[config.mk]
export PLATFORM = sky130hd
export DESIGN_NAME = video_pattern_gen_flat
export DESIGN_NICKNAME = d
export VERILOG_FILES = /design/src/rtl/video_pattern_gen_if.sv /design/src/rtl/video_pattern_gen.sv /design/src/flat_wrapper.sv
export SDC_FILE = /design/constraint.sdc
export NUM_CORES = 1
export LEC_CHECK = 0
export CAP_MARGIN = 20
export CORE_AREA = 2 2 87 89
export DETAILED_ROUTE_END_ITERATION = 10
export DIE_AREA = 0 0 89 91
export PLACE_DENSITY = 0.72
export SYNTH_ARGS = -nofsm -noshare
export SYNTH_HDL_FRONTEND = slang
export SYNTH_SLANG_ARGS = --single-unit
[constraint.sdc]
create_clock -name pix_clk -period 2.5 [get_ports pix_clk]
set_input_delay 0.375 -clock pix_clk [delete_from_list [all_inputs] [get_ports pix_clk]]
set_output_delay 0.375 -clock pix_clk [all_outputs]
set_load 0.01 [all_outputs]
[src/rtl/video_pattern_gen_if.sv]
// Video stream bundle: vs/hs/de timing, 8-bit RGB and start-of-frame.
// The generator drives it through the master modport. Sinks use the slave modport.
interface video_pattern_gen_if;
    logic       vs_out;
    logic       hs_out;
    logic       de_out;
    logic [7:0] r_out;
    logic [7:0] g_out;
    logic [7:0] b_out;
    logic       sof_out;

    modport master (
        output vs_out, hs_out, de_out, r_out, g_out, b_out, sof_out
    );

    modport slave (
        input  vs_out, hs_out, de_out, r_out, g_out, b_out, sof_out
    );
endinterface

[src/rtl/video_pattern_gen.sv]
// video_pattern_gen: raster timing generator with selectable test patterns.
// Patterns: 0 colour bars, 1 grey ramp, 2 checkerboard, 3 solid colour.
// Each output comes from one register stage. Outputs on cycle n+1 reflect
// the counters on cycle n. While en=0 the counters stay at (0,0), so raising
// en starts a frame at pixel (0,0).
// Optional build macro VIDEO_PATTERN_GEN_MOTION_EN adds an 8-bit per-frame
// offset that scrolls the ramp and checker patterns. It does not change the timing outputs.
module video_pattern_gen #(
    parameter int H_ACTIVE  = 1920,
    parameter int H_FP      = 88,
    parameter int H_SYNC    = 44,
    parameter int H_BP      = 148,
    parameter int V_ACTIVE  = 1080,
    parameter int V_FP      = 4,
    parameter int V_SYNC    = 5,
    parameter int V_BP      = 36,
    parameter int HS_POL    = 1,
    parameter int VS_POL    = 1,
    parameter int CELL_LOG2 = 5
) (
    input  logic                     pix_clk,
    input  logic                     rst,
    input  logic                     en,
    input  logic [1:0]               pattern_sel,
    input  logic [23:0]              solid_rgb,
    video_pattern_gen_if.master      vid
);

    localparam int H_TOTAL = H_ACTIVE + H_FP + H_SYNC + H_BP;
    localparam int V_TOTAL = V_ACTIVE + V_FP + V_SYNC + V_BP;
    localparam int HW      = $clog2(H_TOTAL);
    localparam int VW      = $clog2(V_TOTAL);
    localparam int BW      = H_ACTIVE / 8;
    // Width of the pattern x position: wide enough for the 8-bit ramp and the checker bit.
    localparam int PW      = (CELL_LOG2 + 1 > 8) ? CELL_LOG2 + 1 : 8;

    localparam logic [HW-1:0] H_LAST   = HW'(H_TOTAL - 1);
    localparam logic [VW-1:0] V_LAST   = VW'(V_TOTAL - 1);
    localparam logic [HW-1:0] H_ACT_C  = HW'(H_ACTIVE);
    localparam logic [VW-1:0] V_ACT_C  = VW'(V_ACTIVE);
    localparam logic [HW-1:0] HS_START = HW'(H_ACTIVE + H_FP);
    localparam logic [HW-1:0] HS_END   = HW'(H_ACTIVE + H_FP + H_SYNC);
    localparam logic [VW-1:0] VS_START = VW'(V_ACTIVE + V_FP);
    localparam logic [VW-1:0] VS_END   = VW'(V_ACTIVE + V_FP + V_SYNC);
    localparam logic          HS_ACT   = (HS_POL != 0);
    localparam logic          VS_ACT   = (VS_POL != 0);

    typedef enum logic [1:0] {
        PAT_BARS  = 2'd0,
        PAT_RAMP  = 2'd1,
        PAT_CHECK = 2'd2,
        PAT_SOLID = 2'd3
    } pattern_t;

    logic [HW-1:0] h_cnt_q, h_cnt_d;
    logic [VW-1:0] v_cnt_q, v_cnt_d;
    pattern_t      pat_q, pat_d;
    logic [23:0]   solid_q, solid_d;
    logic          vs_q, vs_d;
    logic          hs_q, hs_d;
    logic          de_q, de_d;
    logic          sof_q, sof_d;
    logic [23:0]   rgb_q, rgb_d;

    logic          frame_start;
    logic          de_now;
    logic          hs_now;
    logic          vs_now;
    pattern_t      pat_eff;
    logic [23:0]   solid_eff;
    logic [2:0]    bar_idx;
    logic [23:0]   bar_rgb;
    logic [23:0]   pix_rgb;
    logic [PW-1:0] h_pos;
    logic          chk_bit;

    assign frame_start = en && (h_cnt_q == '0) && (v_cnt_q == '0);
    assign de_now      = (h_cnt_q < H_ACT_C) && (v_cnt_q < V_ACT_C);
    assign hs_now      = (h_cnt_q >= HS_START) && (h_cnt_q < HS_END);
    assign vs_now      = (v_cnt_q >= VS_START) && (v_cnt_q < VS_END);

    // Pixel (0,0) already uses the newly sampled selection, so a new pattern
    // applies to the whole frame.
    assign pat_eff     = frame_start ? pattern_t'(pattern_sel) : pat_q;
    assign solid_eff   = frame_start ? solid_rgb : solid_q;

`ifdef VIDEO_PATTERN_GEN_MOTION_EN
    logic [7:0] offset_q, offset_d;

    // Offset advances once per frame start, so the offset used by pixel (0,0) of frame k is k.
    always_comb begin
        offset_d = offset_q;
        if (frame_start) begin
            offset_d = offset_q + 8'd1;
        end
    end

    // Offset register
    always_ff @(posedge pix_clk) begin
        if (rst) begin
            offset_q <= 8'd0;
        end else begin
            offset_q <= offset_d;
        end
    end

    assign h_pos = PW'(h_cnt_q) + PW'(offset_q);
`else
    assign h_pos = PW'(h_cnt_q);
`endif

    assign chk_bit = h_pos[CELL_LOG2] ^ v_cnt_q[CELL_LOG2];

    // Bar index from a compare chain. The last bar absorbs the remainder of H_ACTIVE/8.
    always_comb begin
        bar_idx = 3'd7;
        for (int i = 6; i >= 0; i--) begin
            if (h_cnt_q < HW'((i + 1) * BW)) begin
                bar_idx = 3'(i);
            end
        end
    end

    // Bar colour lookup
    always_comb begin
        bar_rgb = 24'h000000;
        case (bar_idx)
            3'd0:    bar_rgb = 24'hFFFFFF;
            3'd1:    bar_rgb = 24'hFFFF00;
            3'd2:    bar_rgb = 24'h00FFFF;
            3'd3:    bar_rgb = 24'h00FF00;
            3'd4:    bar_rgb = 24'hFF00FF;
            3'd5:    bar_rgb = 24'hFF0000;
            3'd6:    bar_rgb = 24'h0000FF;
            default: bar_rgb = 24'h000000;
        endcase
    end

    // Pattern multiplexer
    always_comb begin
        pix_rgb = 24'h000000;
        case (pat_eff)
            PAT_BARS:  pix_rgb = bar_rgb;
            PAT_RAMP:  pix_rgb = {3{h_pos[7:0]}};
            PAT_CHECK: pix_rgb = chk_bit ? 24'hFFFFFF : 24'h000000;
            PAT_SOLID: pix_rgb = solid_eff;
            default:   pix_rgb = 24'h000000;
        endcase
    end

    // Next state: counters, shadow registers and the output stage. en=0 forces idle.
    always_comb begin
        h_cnt_d = '0;
        v_cnt_d = '0;
        pat_d   = pat_q;
        solid_d = solid_q;
        de_d    = 1'b0;
        sof_d   = 1'b0;
        rgb_d   = 24'h000000;
        hs_d    = ~HS_ACT;
        vs_d    = ~VS_ACT;
        if (en) begin
            if (h_cnt_q == H_LAST) begin
                h_cnt_d = '0;
                v_cnt_d = (v_cnt_q == V_LAST) ? '0 : v_cnt_q + 1'b1;
            end else begin
                h_cnt_d = h_cnt_q + 1'b1;
                v_cnt_d = v_cnt_q;
            end
            if (frame_start) begin
                pat_d   = pattern_t'(pattern_sel);
                solid_d = solid_rgb;
            end
            de_d  = de_now;
            sof_d = frame_start;
            rgb_d = de_now ? pix_rgb : 24'h000000;
            hs_d  = hs_now ? HS_ACT : ~HS_ACT;
            vs_d  = vs_now ? VS_ACT : ~VS_ACT;
        end
    end

    // State and output registers with synchronous reset
    always_ff @(posedge pix_clk) begin
        if (rst) begin
            h_cnt_q <= '0;
            v_cnt_q <= '0;
            pat_q   <= PAT_BARS;
            solid_q <= 24'h000000;
            de_q    <= 1'b0;
            sof_q   <= 1'b0;
            rgb_q   <= 24'h000000;
            hs_q    <= ~HS_ACT;
            vs_q    <= ~VS_ACT;
        end else begin
            h_cnt_q <= h_cnt_d;
            v_cnt_q <= v_cnt_d;
            pat_q   <= pat_d;
            solid_q <= solid_d;
            de_q    <= de_d;
            sof_q   <= sof_d;
            rgb_q   <= rgb_d;
            hs_q    <= hs_d;
            vs_q    <= vs_d;
        end
    end

    assign vid.vs_out  = vs_q;
    assign vid.hs_out  = hs_q;
    assign vid.de_out  = de_q;
    assign vid.sof_out = sof_q;
    assign vid.r_out   = rgb_q[23:16];
    assign vid.g_out   = rgb_q[15:8];
    assign vid.b_out   = rgb_q[7:0];

endmodule
[src/flat_wrapper.sv]
// flat-port wrapper written by rule: the top's interface ports become plain ports
module video_pattern_gen_flat 
#(
    parameter int H_ACTIVE  = 1920,
    parameter int H_FP      = 88,
    parameter int H_SYNC    = 44,
    parameter int H_BP      = 148,
    parameter int V_ACTIVE  = 1080,
    parameter int V_FP      = 4,
    parameter int V_SYNC    = 5,
    parameter int V_BP      = 36,
    parameter int HS_POL    = 1,
    parameter int VS_POL    = 1,
    parameter int CELL_LOG2 = 5
)
  (pix_clk, rst, en, pattern_sel, solid_rgb, vid_vs_out, vid_hs_out, vid_de_out, vid_r_out, vid_g_out, vid_b_out, vid_sof_out);
  video_pattern_gen_if vid_i ();
  input  logic pix_clk;
  input  logic rst;
  input  logic en;
  input  logic [1:0] pattern_sel;
  input  logic [23:0] solid_rgb;
  output wire logic [$bits(vid_i.vs_out)-1:0] vid_vs_out;
  output wire logic [$bits(vid_i.hs_out)-1:0] vid_hs_out;
  output wire logic [$bits(vid_i.de_out)-1:0] vid_de_out;
  output wire logic [$bits(vid_i.r_out)-1:0] vid_r_out;
  output wire logic [$bits(vid_i.g_out)-1:0] vid_g_out;
  output wire logic [$bits(vid_i.b_out)-1:0] vid_b_out;
  output wire logic [$bits(vid_i.sof_out)-1:0] vid_sof_out;
  assign vid_vs_out = vid_i.vs_out;
  assign vid_hs_out = vid_i.hs_out;
  assign vid_de_out = vid_i.de_out;
  assign vid_r_out = vid_i.r_out;
  assign vid_g_out = vid_i.g_out;
  assign vid_b_out = vid_i.b_out;
  assign vid_sof_out = vid_i.sof_out;
  video_pattern_gen #(.H_ACTIVE(H_ACTIVE), .H_FP(H_FP), .H_SYNC(H_SYNC), .H_BP(H_BP), .V_ACTIVE(V_ACTIVE), .V_FP(V_FP), .V_SYNC(V_SYNC), .V_BP(V_BP), .HS_POL(HS_POL), .VS_POL(VS_POL), .CELL_LOG2(CELL_LOG2)) u_core (.pix_clk(pix_clk), .rst(rst), .en(en), .pattern_sel(pattern_sel), .solid_rgb(solid_rgb), .vid(vid_i));
endmodule
Word-level counts from Yosys, hierarchy flattened

Cells that the tools add are included.

Latch bits: 0
Output and inout bits: 28
Bits in registers: 77
Memories: 0
Memory bits (writable): 0
Input bits: 29
Logic and storage cells: 65
Memory bits (read-only): 0

Eq/ne operators: 11
Shift operators: 0
Divide/modulo/power cells: 0
Magnitude comparators: 13
Add/subtract/negate cells: 2
$mul: 0
Bitwise gates (word level): 3
Reduce and logical (&&, ||, !) cells: 12
Muxes and demuxes: 15

Operator list:

| kind                                                  | count |
|---|---|
| one-hot mux 24 bit (7 select lines)                   | 1 |
| one-hot mux 24 bit (4 select lines)                   | 1 |
| < comparator 12 x 11 -> 1 bit, second input constant  | 4 |
| 2-to-1 mux 24 bit                                     | 2 |
| < comparator 12 x 10 -> 1 bit, second input constant  | 2 |
| < comparator 11 bit, second input constant            | 2 |
| adder 12 x 1 -> 12 bit, second input constant         | 1 |
| == test 12 bit, second input constant                 | 1 |
| >= comparator 12 x 11 -> 1 bit, second input constant | 1 |
| zero test 12 bit                                      | 1 |
| < comparator 12 bit, second input constant            | 1 |
| < comparator 12 x 8 -> 1 bit, second input constant   | 1 |
| < comparator 12 x 9 -> 1 bit, second input constant   | 1 |
| 2-to-1 mux 3 bit                                      | 4 |
| adder 11 x 1 -> 11 bit, second input constant         | 1 |
| == test 11 bit, second input constant                 | 1 |
| >= comparator 11 bit, second input constant           | 1 |
| zero test 11 bit                                      | 1 |
| 2-to-1 mux 11 bit                                     | 1 |
| == test 3 bit, second input constant                  | 3 |
| == test 3 x 2 -> 1 bit, second input constant         | 2 |
| 2-to-1 mux 2 bit                                      | 3 |
| OR reduction 3 bit                                    | 2 |
| logical AND 1 bit                                     | 5 |
| other kinds (9)                                       | 13 |

Longest topological paths before layout

Gate-level depths: netlist of the first run.

Depth in word-level cells: 11
Mapped depth: 9

Worst setup path after synthesis of the first run

OpenSTA, ideal clock, no wires.

Kind: register to register
Start: reg u_core.h_cnt_q[7]
End: reg u_core.rgb_q[16]
Clock period less this slack: 2073 ps
Required time: 2419 ps
Buffers on the path: 1
Arrival time: 1993 ps
Path slack: 427 ps
Cell stages (with the launch flop): 8
Library setup time: 81 ps
Cell sequence: dfxtp_1 > buf_4 > or4_1 > nor2_1 > nand4_2 > mux2i_1 > o31a_2 > a41oi_1

Longest elaborated chain between the ends: 11
Elaborated cells between the ends (all ways): 36

RTL lines:

| item                                  | RTL line                 | text |
|---|---|---|
| from (decl)                           | video_pattern_gen.sv:55  | `logic [HW-1:0] h_cnt_q, h_cnt_d;` |
| from (signal assigned)                | video_pattern_gen.sv:195 | `h_cnt_q <= h_cnt_d;` |
| < comparator 12 x 11 -> 1 bit         | video_pattern_gen.sv:118 | `if (h_cnt_q < HW'((i + 1) * BW)) begin` |
| 2-to-1 mux 1 bit                      | video_pattern_gen.sv:118 |  |
| 2-to-1 mux 2 bit (2 in a row)         | video_pattern_gen.sv:118 |  |
| 2-to-1 mux 3 bit (4 in a row)         | video_pattern_gen.sv:118 |  |
| == test 3 bit (tied with other cells) | video_pattern_gen.sv:127 | `case (bar_idx)` |
| one-hot mux 24 bit (7 select lines)   | video_pattern_gen.sv:127 |  |
| one-hot mux 24 bit (4 select lines)   | video_pattern_gen.sv:142 | `case (pat_eff)` |
| to (signal assigned)                  | video_pattern_gen.sv:201 | `rgb_q <= rgb_d;` |
| to (decl)                             | video_pattern_gen.sv:63  | `logic [23:0] rgb_q, rgb_d;` |

Parallel ways exist; a longest one is shown, timed or not.
A chain may end at the register's enable or synchronous reset.

Worst setup path after layout of the first run

Start: reg u_core.h_cnt_q[9]
End: reg u_core.v_cnt_q[9]

Longest elaborated chain between the ends: 1

RTL lines:

| item                 | RTL line                 | text |
|---|---|---|
| == test 12 bit       | video_pattern_gen.sv:163 | `if (h_cnt_q == H_LAST) begin` |
| to (signal assigned) | video_pattern_gen.sv:196 | `v_cnt_q <= v_cnt_d;` |
| to (decl)            | video_pattern_gen.sv:56  | `logic [VW-1:0] v_cnt_q, v_cnt_d;` |

No other way between the ends.

==> results.toml, run 1 <==
[global_route]
grtUsageTotal_pct = 21.7
antenna_found_initial = 0
overflow = 0
grt_max_degree = 51
grt_pass1_vias = 2869
grt_pass1_wl_um = 13900

[synth]
yosysTopAreaCell = "dfxtp_1"
synth_nets = 457
ys_top_cells_by_area = "dfxtp_1 (45%), nand3_1 (8.0%), nand2_1 (7.9%), a41oi_1 (6.1%), a21oi_1 (5.1%)"
synth_compound_area_share_pct = 15.6
synth_top_family_by_area = "simple AND/OR/NAND/NOR gates"
synth.avg_cell_area_um2 = 8.16
synth_top_area_share_pct = 44.6
syn_inst = 424
ys_seq_area_share_pct = 44.6
ys_ff_latch = 77
ys.flop_type = "dfxtp_1"
synth.distinct_cells = 53
async_flop_share_pct = 0
synth_mux_area_share_pct = 0.615
synth_simple_gate_area_share_pct = 28.3
synth_edf_count = 0
synth_adder_area_share_pct = 1.45
netlist_area_um2 = 3460
yosysWarnings = 0
synth_xor_area_share_pct = 3.80

[routing]
drt_wl_total_um = 8690
drtIter0Drc = 153
vias = 3208
drc = 0
via_per_inst = 5.62
first_pass_iters = 5
route.detailed.wl_per_inst_um = 15.2
final_antenna_net_count = 0

[sta]
finalSetupViolations = 0
finalSetupTns_ns = 0
fin_skew_ns = 0.0130
rsz0062_at_grt = "false"
maxSlewHeadroom_pct = 66.8
finalHoldViolCount = 0
fmax_mhz = 452
period_needed_ns = 2.21
layout_setup_ws_ns = 0.287
fin_crit_sh_pct = 88.5
slew_violations = 0
tightest_slew_ns = 0.498

[critical_path]
crit_path_end_kind = "register"
r2r_end = "u_core.v_cnt_q[9]"
timing.critical_path.slowest_cell_delay_ns = 0.45
reg2reg_depth = 6
r2r_start = "u_core.h_cnt_q[9]"
cp_slowest_cell = "or3_4"
start_kind = "register"
crit_arrival_ns = 2.49
r2r_setup_slack_ns = 0.29
crit_fanout = 11
cp.required_ns = 2.78
path_cells = "or3_4 > nor4_4 > buf_4 > nand4_2 > or3_1 > a21oi_1"
critical_path_class = "reg2reg"

[pwr]
ir_drop_mv = 0.349
power_density_nw_per_um2 = 591
cellLeakagePower_nw = 1.46

[run]
drv_cap = 0

[clock_tree]
cts_inserted_buffers = 9
cts_setup_buffers = 0
holdBufCountCts = 0
cts_tree = "done"
path_clk_slew_ns = 0.08
cts_sinks = 77
post_cts_resized = 0
clock_latency_ns = 0.35
htree_levels = 3
cts_root_buf = "clkbuf_8"
cts_buffer_depth = 2

[die]
pin_count = 57
core-area_um2 = 7140
die_w_um = 89
num_rows = 31
die_area_um2 = 8100
die_h_um = 91
initial_core_util_pct = 48.5

[layout]
final_nets = 501
antenna_cells = 0
area.growth.synth_to_final_pct = 23.5
drive_gt1_share_pct = 8.90
instances_no_fill = 571

[min_path]
hold_path_end = "u_core.solid_q[17]"
holdPathStages = 2
worstHoldStart = "u_core.solid_q[17]"
hold_path.class = "reg2reg"

[place]
dpl.hpwl_um = 5880
routabilityCongestion = 0.863
dp.cells = 556
io_buffers = 56
pre_cts_slack_ns = 0.196

[status]
status = "finished, final reports clean"
-- area by class of cell --
type	instances	area (µm²)
fill	664	2860
multi-input combinational	303	1720
sequential	77	1540
timing repair buffer	68	663
clock buffer	10	128
tap	99	124
clock inverter	5	61.3
inverter	9	33.8
-- cell families after synthesis --
logic type      Yosys count
buf+inv                  44
compound gates           82
fa+ha+maj                 4
simple gates            200
xor+xnor                 15
flops                    77
mux                       2
-- power by group --
group	internal (mW)	switching, mW
Sequential	1.28	0.0259
Combinational	0.146	0.160
Clock	0.461	0.451
-- worst max path at each step --
stage / slack, ns / cells after the start / end / startpoint
global placement: 0.28 / 7 / u_core.rgb_q[3] / en
detailed placement: 0.20 / 7 / u_core.rgb_q[20] / en
CTS: 0.29 / 6 / u_core.v_cnt_q[9] / u_core.h_cnt_q[9]
floorplan: 0.43 / 7 / u_core.rgb_q[16] / u_core.h_cnt_q[7]
global route: 0.15 / 8 / u_core.rgb_q[0] / u_core.v_cnt_q[0]
finish: 0.29 / 6 / u_core.v_cnt_q[9] / u_core.h_cnt_q[9]
-- cell usage after synthesis (all sizes together) (2+ instances only) --
| master | count |
|---|---|
| o211ai | 3 |
| or3 | 6 |
| nor2b | 2 |
| and2 | 3 |
| nand3 | 55 |
| ha | 4 |
| inv | 9 |
| o21ai | 10 |
| xnor2 | 3 |
| nor3 | 2 |
| clkbuf | 25 |
| nor4 | 4 |
| a41oi | 24 |
| buf | 10 |
| nand4 | 7 |
| or2 | 2 |
| dfxtp | 77 |
| nand2 | 73 |
| nand2b | 2 |
| a21oi | 35 |
| and4 | 2 |
| xor2 | 12 |
| and3 | 5 |
| nand3b | 2 |
| nor2 | 31 |
-- state kept, by name (all words and copies together), names as in the netlist --
signal / flops
u_core.vid.vs_out: 1
u_core.vid.de_out: 1
u_core.pat_q: 2
u_core.h_cnt_q: 12
u_core.solid_q: 24
u_core.rgb_q: 24
u_core.vid.hs_out: 1
u_core.v_cnt_q: 11
u_core.vid.sof_out: 1
-- layout by cell type, fill, tap and decap left out, types with 2 or more instances in the layout --
cell type        count
nor4_1               3
o21ai_0              9
buf_4               11
nand4_1              5
a21oi_1             35
or3_1                4
or2_2                2
dfxtp_1             77
and2_1               3
clkinv_4             2
clkdlybuf4s50_1     56
clkbuf_8             9
and3_1               3
inv_1                9
xor2_1              12
o211ai_1             3
nor2_1              30
nor2b_1              2
nand3_1             55
nand4_2              2
ha_1                 4
nor3_1               2
xnor2_1              3
nand3b_1             2
a41oi_1             24
nand2b_1             2
nand2_1             73
-- through the flow --
| stage | power, mW | hold slack (ns) | area [µm²] | util (%) |
|---|---|---|---|---|
| after floorplan | 1.49 | 0.437 | 3460 | - |
| after global placement | 1.64 | 0.442 | 4080 | 57.2 |
| after detailed placement | 1.64 | 0.447 | 4080 | 57.2 |
| after CTS | 2.54 | 0.458 | 4270 | 59.9 |
| after global routing | 2.63 | 0.481 | 4270 | 59.9 |
| final | 2.53 | 0.459 | 4270 | 59.9 |
-- metal layers --
| metal | global-route usage, % | vias to the layer above | wire length (µm) |
|---|---|---|---|
| met1 | 29.7 | 1489 | 3890 |
| met2 | 33.6 | 123 | 4100 |
| li1 | - | 1585 | - |
| met4 | 6.72 | 0 | 106 |
| met3 | 5.36 | 11 | 588 |
| met5 | 0 | - | 0 |
-- worst max-delay path, delay by kind of cell (launching register included) --
kind,cells,cell delay [ns]
DFF,1,0.42
and+or+nand+nor,4,1.38
buffers and inverters,1,0.21
AOI/OAI and AO/OA,1,0.14
No activity file was read; power rests on OpenSTA's default activity.
==> run 2: changes to the inputs <==
DONT_BUFFER_PORTS = 1   (was default)
PLACE_DENSITY = 0.61   (was 0.72)
SLEW_MARGIN = 20   (was default)
==> run 2 against run 1 <==
Effect of this change:
- sequential cell count did not move
- count of clock-buffer cells in the layout is 1 lower
- setup slack improved by 0.092 ns
- first-iteration DRC count increased by 31%
- maximum frequency rose by 4.3%
- clock power increased by 1%
- sequential power is essentially flat
- global-route usage up 1.1 points
- register-to-register slack improved by 0.09 ns
==> results.toml, run 2 (synthesis gave the netlist of run 1 again) <==
[status]
status = "finished, final reports clean"

[global_route]
antenna_found_initial = 0
grt_max_degree = 51
grtUsageMet2_pct = 33.0
grt_pass1_wl_um = 14200
grt_pass1_vias = 2790
overflow = 0
grtUsageMet1_pct = 31.4
grtUsageTotal_pct = 22.9
grt_busiest_layer = "met2"
grt_use_met3_pct = 6.91

[critical_path]
cp.required_ns = 2.79
crit_path_end_kind = "register"
crit_fanout = 8
crit_arrival_ns = 2.41
start_kind = "register"
critical_path_class = "reg2reg"

[layout]
final_nets = 447
fillCellCount = 719
reg_top3 = "u_core.rgb_q (24), u_core.solid_q (24), u_core.h_cnt_q (12)"
layout_common_cells = "dfxtp_1 (77), nand2_1 (73), nand3_1 (55), a21oi_1 (35), nor2_1 (30)"
instances_no_fill = 517
multi_input_area_um2 = 1720
final_common_cell = "dfxtp_1"
antenna_cells = 0
ff_latch_area_um2 = 1540
area.growth.synth_to_final_pct = 7.70
drive_gt1_share_pct = 10.8

[routing]
route.detailed.wl_per_inst_um = 16.6
vias = 2938
first_pass_iters = 4
drtIter0Drc = 201
drc = 0
drt_wl_total_um = 8560
final_antenna_net_count = 0
via_per_inst = 5.68

[min_path]
hold_path.class = "in2reg"

[sta]
whs_ns = 0.0725
finalHoldViolCount = 0
maxSlewHeadroom_pct = 66.3
fmax_mhz = 471
rsz0062_at_grt = "false"
fin_skew_ns = 0.0117
slew_violations = 0
fin_crit_sh_pct = 84.8
period_needed_ns = 2.12
finalSetupViolations = 0
tightest_slew_ns = 0.505
layout_setup_ws_ns = 0.379
finalSetupTns_ns = 0

[place]
dp.cells = 502
routabilityCongestion = 0.815
io_buffers = 0
pre_cts_slack_ns = 0.398
dpl.hpwl_um = 5730

[die]
num_rows = 31
initial_core_util_pct = 48.5
die_w_um = 89
pin_count = 57
core-area_um2 = 7140
die_h_um = 91
die_area_um2 = 8100

[clock_tree]
cts_tree = "done"
cts_sinks = 77
holdBufCountCts = 0
htree_levels = 3
clock_latency_ns = 0.36
cts_root_buf = "clkbuf_8"
cts_setup_buffers = 0
post_cts_resized = 0
path_clk_slew_ns = 0.08
cts_buffer_depth = 2
cts_inserted_buffers = 9

[pwr]
ir_drop_mv = 0.290
clockPowerShare_pct = 38.2
seqPwrFrac_pct = 54.7
p_sw_share_pct = 25.8
power_density_nw_per_um2 = 651
power_switching_mw = 0.625
combPwrFrac_pct = 7.2
cellLeakagePower_nw = 1.25
p_int_mw = 1.80

[run]
drv_cap = 0
-- run 2: cell types whose count changed in the layout (fill, tap and decap cells not counted) --
cell             change
buf_4                +2
clkbuf_1             -1
clkdlybuf4s50_1     -56
clkinv_2             +1
clkinv_4             -2
clkinvlp_4           +2
-- run 2: area by class of cell --
type / instances / share of cell area (%)
multi-input combinational: 303 / 46.2
sequential: 77 / 41.4
clock buffer: 9 / 3.32
tap: 99 / 3.32
timing repair buffer: 14 / 3.16
clock inverter: 6 / 1.71
inverter: 9 / 0.907
-- run 2: layer usage --
layer | wire (µm) | part of all wire [%]
met1 | 3930 | 46
met2 | 3880 | 45
met3 | 586 | 6.8
met4 | 167 | 2.0
met5 | 0 | 0
-- run 2: worst max-delay path: stages, from the launching register on --
cell and delay, ns:
dfxtp_1 0.37, or3_4 0.41, nor4_4 0.33, buf_4 0.21
nand4_2 0.19, or3_1 0.39, a21oi_1 0.14
-- run 2: worst paths after layout --
| path | from | end | slack, ns | depth (start not counted) |
|---|---|---|---|---|
| setup reg to reg | u_core.h_cnt_q[8] | u_core.v_cnt_q[5] | 0.38 | 6 |
| setup / recovery | u_core.h_cnt_q[8] | u_core.v_cnt_q[5] | 0.38 | 6 |
| hold / removal | rst | u_core.solid_q[4] | 0.07 | 1 |
| hold reg to reg | u_core.solid_q[0] | u_core.solid_q[0] | 0.45 | 2 |
-- run 2: power by group through the flow --
stage               sequential (mW)  clock (mW)  combinational (mW)
floorplan                      1.34           0               0.147
global placement               1.35           0               0.172
detailed placement             1.35           0               0.174
CTS                            1.33       0.948               0.175
global route                   1.33        1.01               0.198
finish                         1.33       0.925               0.174
-- run 2: through the flow --
step / instance area [µm²] / utilization [%] / total power [mW]
after floorplan: 3460 / - / 1.49
after global placement: 3540 / 49.6 / 1.53
after detailed placement: 3540 / 49.6 / 1.53
after CTS: 3730 / 52.2 / 2.45
after global routing: 3730 / 52.2 / 2.54
final: 3730 / 52.2 / 2.42
==> run 3: changes to the inputs <==
clock period = 2.2 ns   (was 2.5 ns; I/O delays follow)
==> run 3 against run 2 <==
Effect of this change:
- global-route usage rose by 0.18 points
- cell area rose by 2.9%
- sequential cell count did not move
- hold slack got worse by 0.033 ns
- utilization rose by 1.5 points
- first-iteration DRC count fell by 29%
- wire length rose by 1.4%
- largest power group unchanged
- critical path depth rose by 2
==> results.toml, run 3 (synthesis gave the netlist of run 1 again) <==
[routing]
drtIter0Drc = 143
drc = 0
via_per_inst = 5.72
met2WireLength_um = 4090
drt_wl_total_um = 8680
final_antenna_net_count = 0
vias = 3029
wl_met3_um = 472
route.detailed.wl_per_inst_um = 16.4
drt-met1-wl_um = 3930
first_pass_iters = 5
highest-signal-layer = "met4"

[layout]
reg_top3 = "u_core.rgb_q (24), u_core.solid_q (24), u_core.h_cnt_q (12)"
area.growth.synth_to_final_pct = 10.8
final_nets = 460
layout_common_cells = "dfxtp_1 (77), nand2_1 (73), nand3_1 (55), a21oi_1 (35), nor2_1 (29)"
drive_gt1_share_pct = 14.2
antenna_cells = 0
instances_no_fill = 530
fin_area_um2 = 3830
final_common_cell = "dfxtp_1"

[clock_tree]
cts_inserted_buffers = 9
cts_root_buf = "clkbuf_8"
clock_latency_ns = 0.36
cts_buffer_depth = 2
cts_sinks = 77
cts_tree = "done"
holdBufCountCts = 0
htree_levels = 3
path_clk_slew_ns = 0.09

[sta]
maxSlewHeadroom_pct = 73.6
finalHoldViolCount = 0
finalSetupViolations = 0
fin_crit_sh_pct = 94.0
slew_violations = 0
fin_skew_ns = 0.0160
rsz0062_at_grt = "true"
whs_ns = 0.0396
period_needed_ns = 2.07
fmax_mhz = 483
tightest_slew_ns = 0.396
layout_setup_ws_ns = 0.131

[place]
dp.cells = 515
routabilityCongestion = 0.810
pre_cts_slack_ns = 0.0788
place_area_um2 = 3650
io_buffers = 0
dpl.hpwl_um = 5950

[global_route]
grt_pass1_vias = 2822
antenna_found_initial = 0
grt_pass1_wl_um = 14400
grt_max_degree = 51
overflow = 0
grtUsageTotal_pct = 23.0

[die]
core-area_um2 = 7140
num_rows = 31
die_h_um = 91
pin_count = 57
initial_core_util_pct = 48.5
die_w_um = 89
die_area_um2 = 8100

[critical_path]
critical_path_class = "reg2reg"
crit_end = "u_core.rgb_q[16]"
cp.required_ns = 2.48
r2r_setup_slack_ns = 0.13
start_kind = "register"
startpoint = "u_core.v_cnt_q[0]"
crit_arrival_ns = 2.35
r2r_end = "u_core.rgb_q[16]"
crit_path_end_kind = "register"
crit_fanout = 8
reg2reg_depth = 8
r2r_start = "u_core.v_cnt_q[0]"

[pwr]
cellLeakagePower_nw = 1.32
power_density_nw_per_um2 = 690
power_mw = 2.64
ir_drop_mv = 0.376

[status]
status = "finished, final reports clean"

[run]
drv_cap = 0

[min_path]
hold_path.class = "in2reg"
## run 3: changes by cell type in the layout (fill, tap and decap cells not counted)
cell        before  now
buf_4           13   25
a41oi_1         24   23
a41oi_2          0    1
buf_12           1    2
bufinv_16        1    0
clkinv_2         2    3
clkinv_4         0    1
clkinvlp_4       2    1
mux2i_1          1    0
mux2i_2          0    1
nand4_2          2    1
nand4_4          0    1
nor2_1          30   29
nor2_2           1    2
## run 3: cell type report
class                           instances  area (µm²)
Clock buffer                            9         124
Clock inverter                          6        40.0
Fill cell                             712        3300
Inverter                                9        33.8
Multi-Input combinational cell        303        1740
Sequential cell                        77        1540
Tap cell                               99         124
Timing Repair Buffer                   27         228
## run 3: power breakdown
group / leakage (nW) / internal (mW) / switching [mW]
logic: 0.603 / 0.0761 / 0.132
clock network: 0.0852 / 0.403 / 0.528
registers: 0.629 / 1.46 / 0.0478
total: 1.32 / 1.94 / 0.708
## run 3: what timing repair did
action / CTS / global route
endpoints found under the setup margin: 0 / 24
gates resized for setup: 0 / 4
buffers inserted: 0 / 0
## run 3: worst min-delay path by stage
| stage | startpoint | endpoint | slack, ns | cells past startpoint |
|---|---|---|---|---|
| 2_1_floorplan | u_core.solid_q[0] | u_core.solid_q[0] | 0.44 | 2 |
| 3_3_place_gp | rst | u_core.solid_q[2] | 0.40 | 1 |
| 3_5_place_dp | rst | u_core.solid_q[2] | 0.40 | 1 |
| 4_1_cts | rst | u_core.solid_q[13] | 0.02 | 1 |
| 5_1_grt | rst | u_core.solid_q[0] | 0.02 | 1 |
| 6_report | rst | u_core.solid_q[2] | 0.04 | 1 |
## run 3: worst max-delay path: stages (launching register included)
cell and delay (ns):
dfxtp_1 0.32, inv_1 0.09, ha_1 0.17, nor4b_1 0.23, and3_1 0.26, nand4_4 0.16
mux2i_2 0.21, o31a_2 0.38, a41oi_1 0.19
## run 3: through the flow
stage / util (%) / setup TNS, ns
2_1_floorplan: - / 0
3_3_place_gp: 51.1 / 0
3_5_place_dp: 51.1 / 0
4_1_cts: 53.4 / 0
5_1_grt: 53.7 / -0.0368
6_report: 53.7 / 0
## run 3: layer usage
layer  track usage (%)  vias up
li1                  -     1501
met1              31.9     1427
met2              34.0       84
met3              5.00       17
met4              10.4        0
met5                 0        -
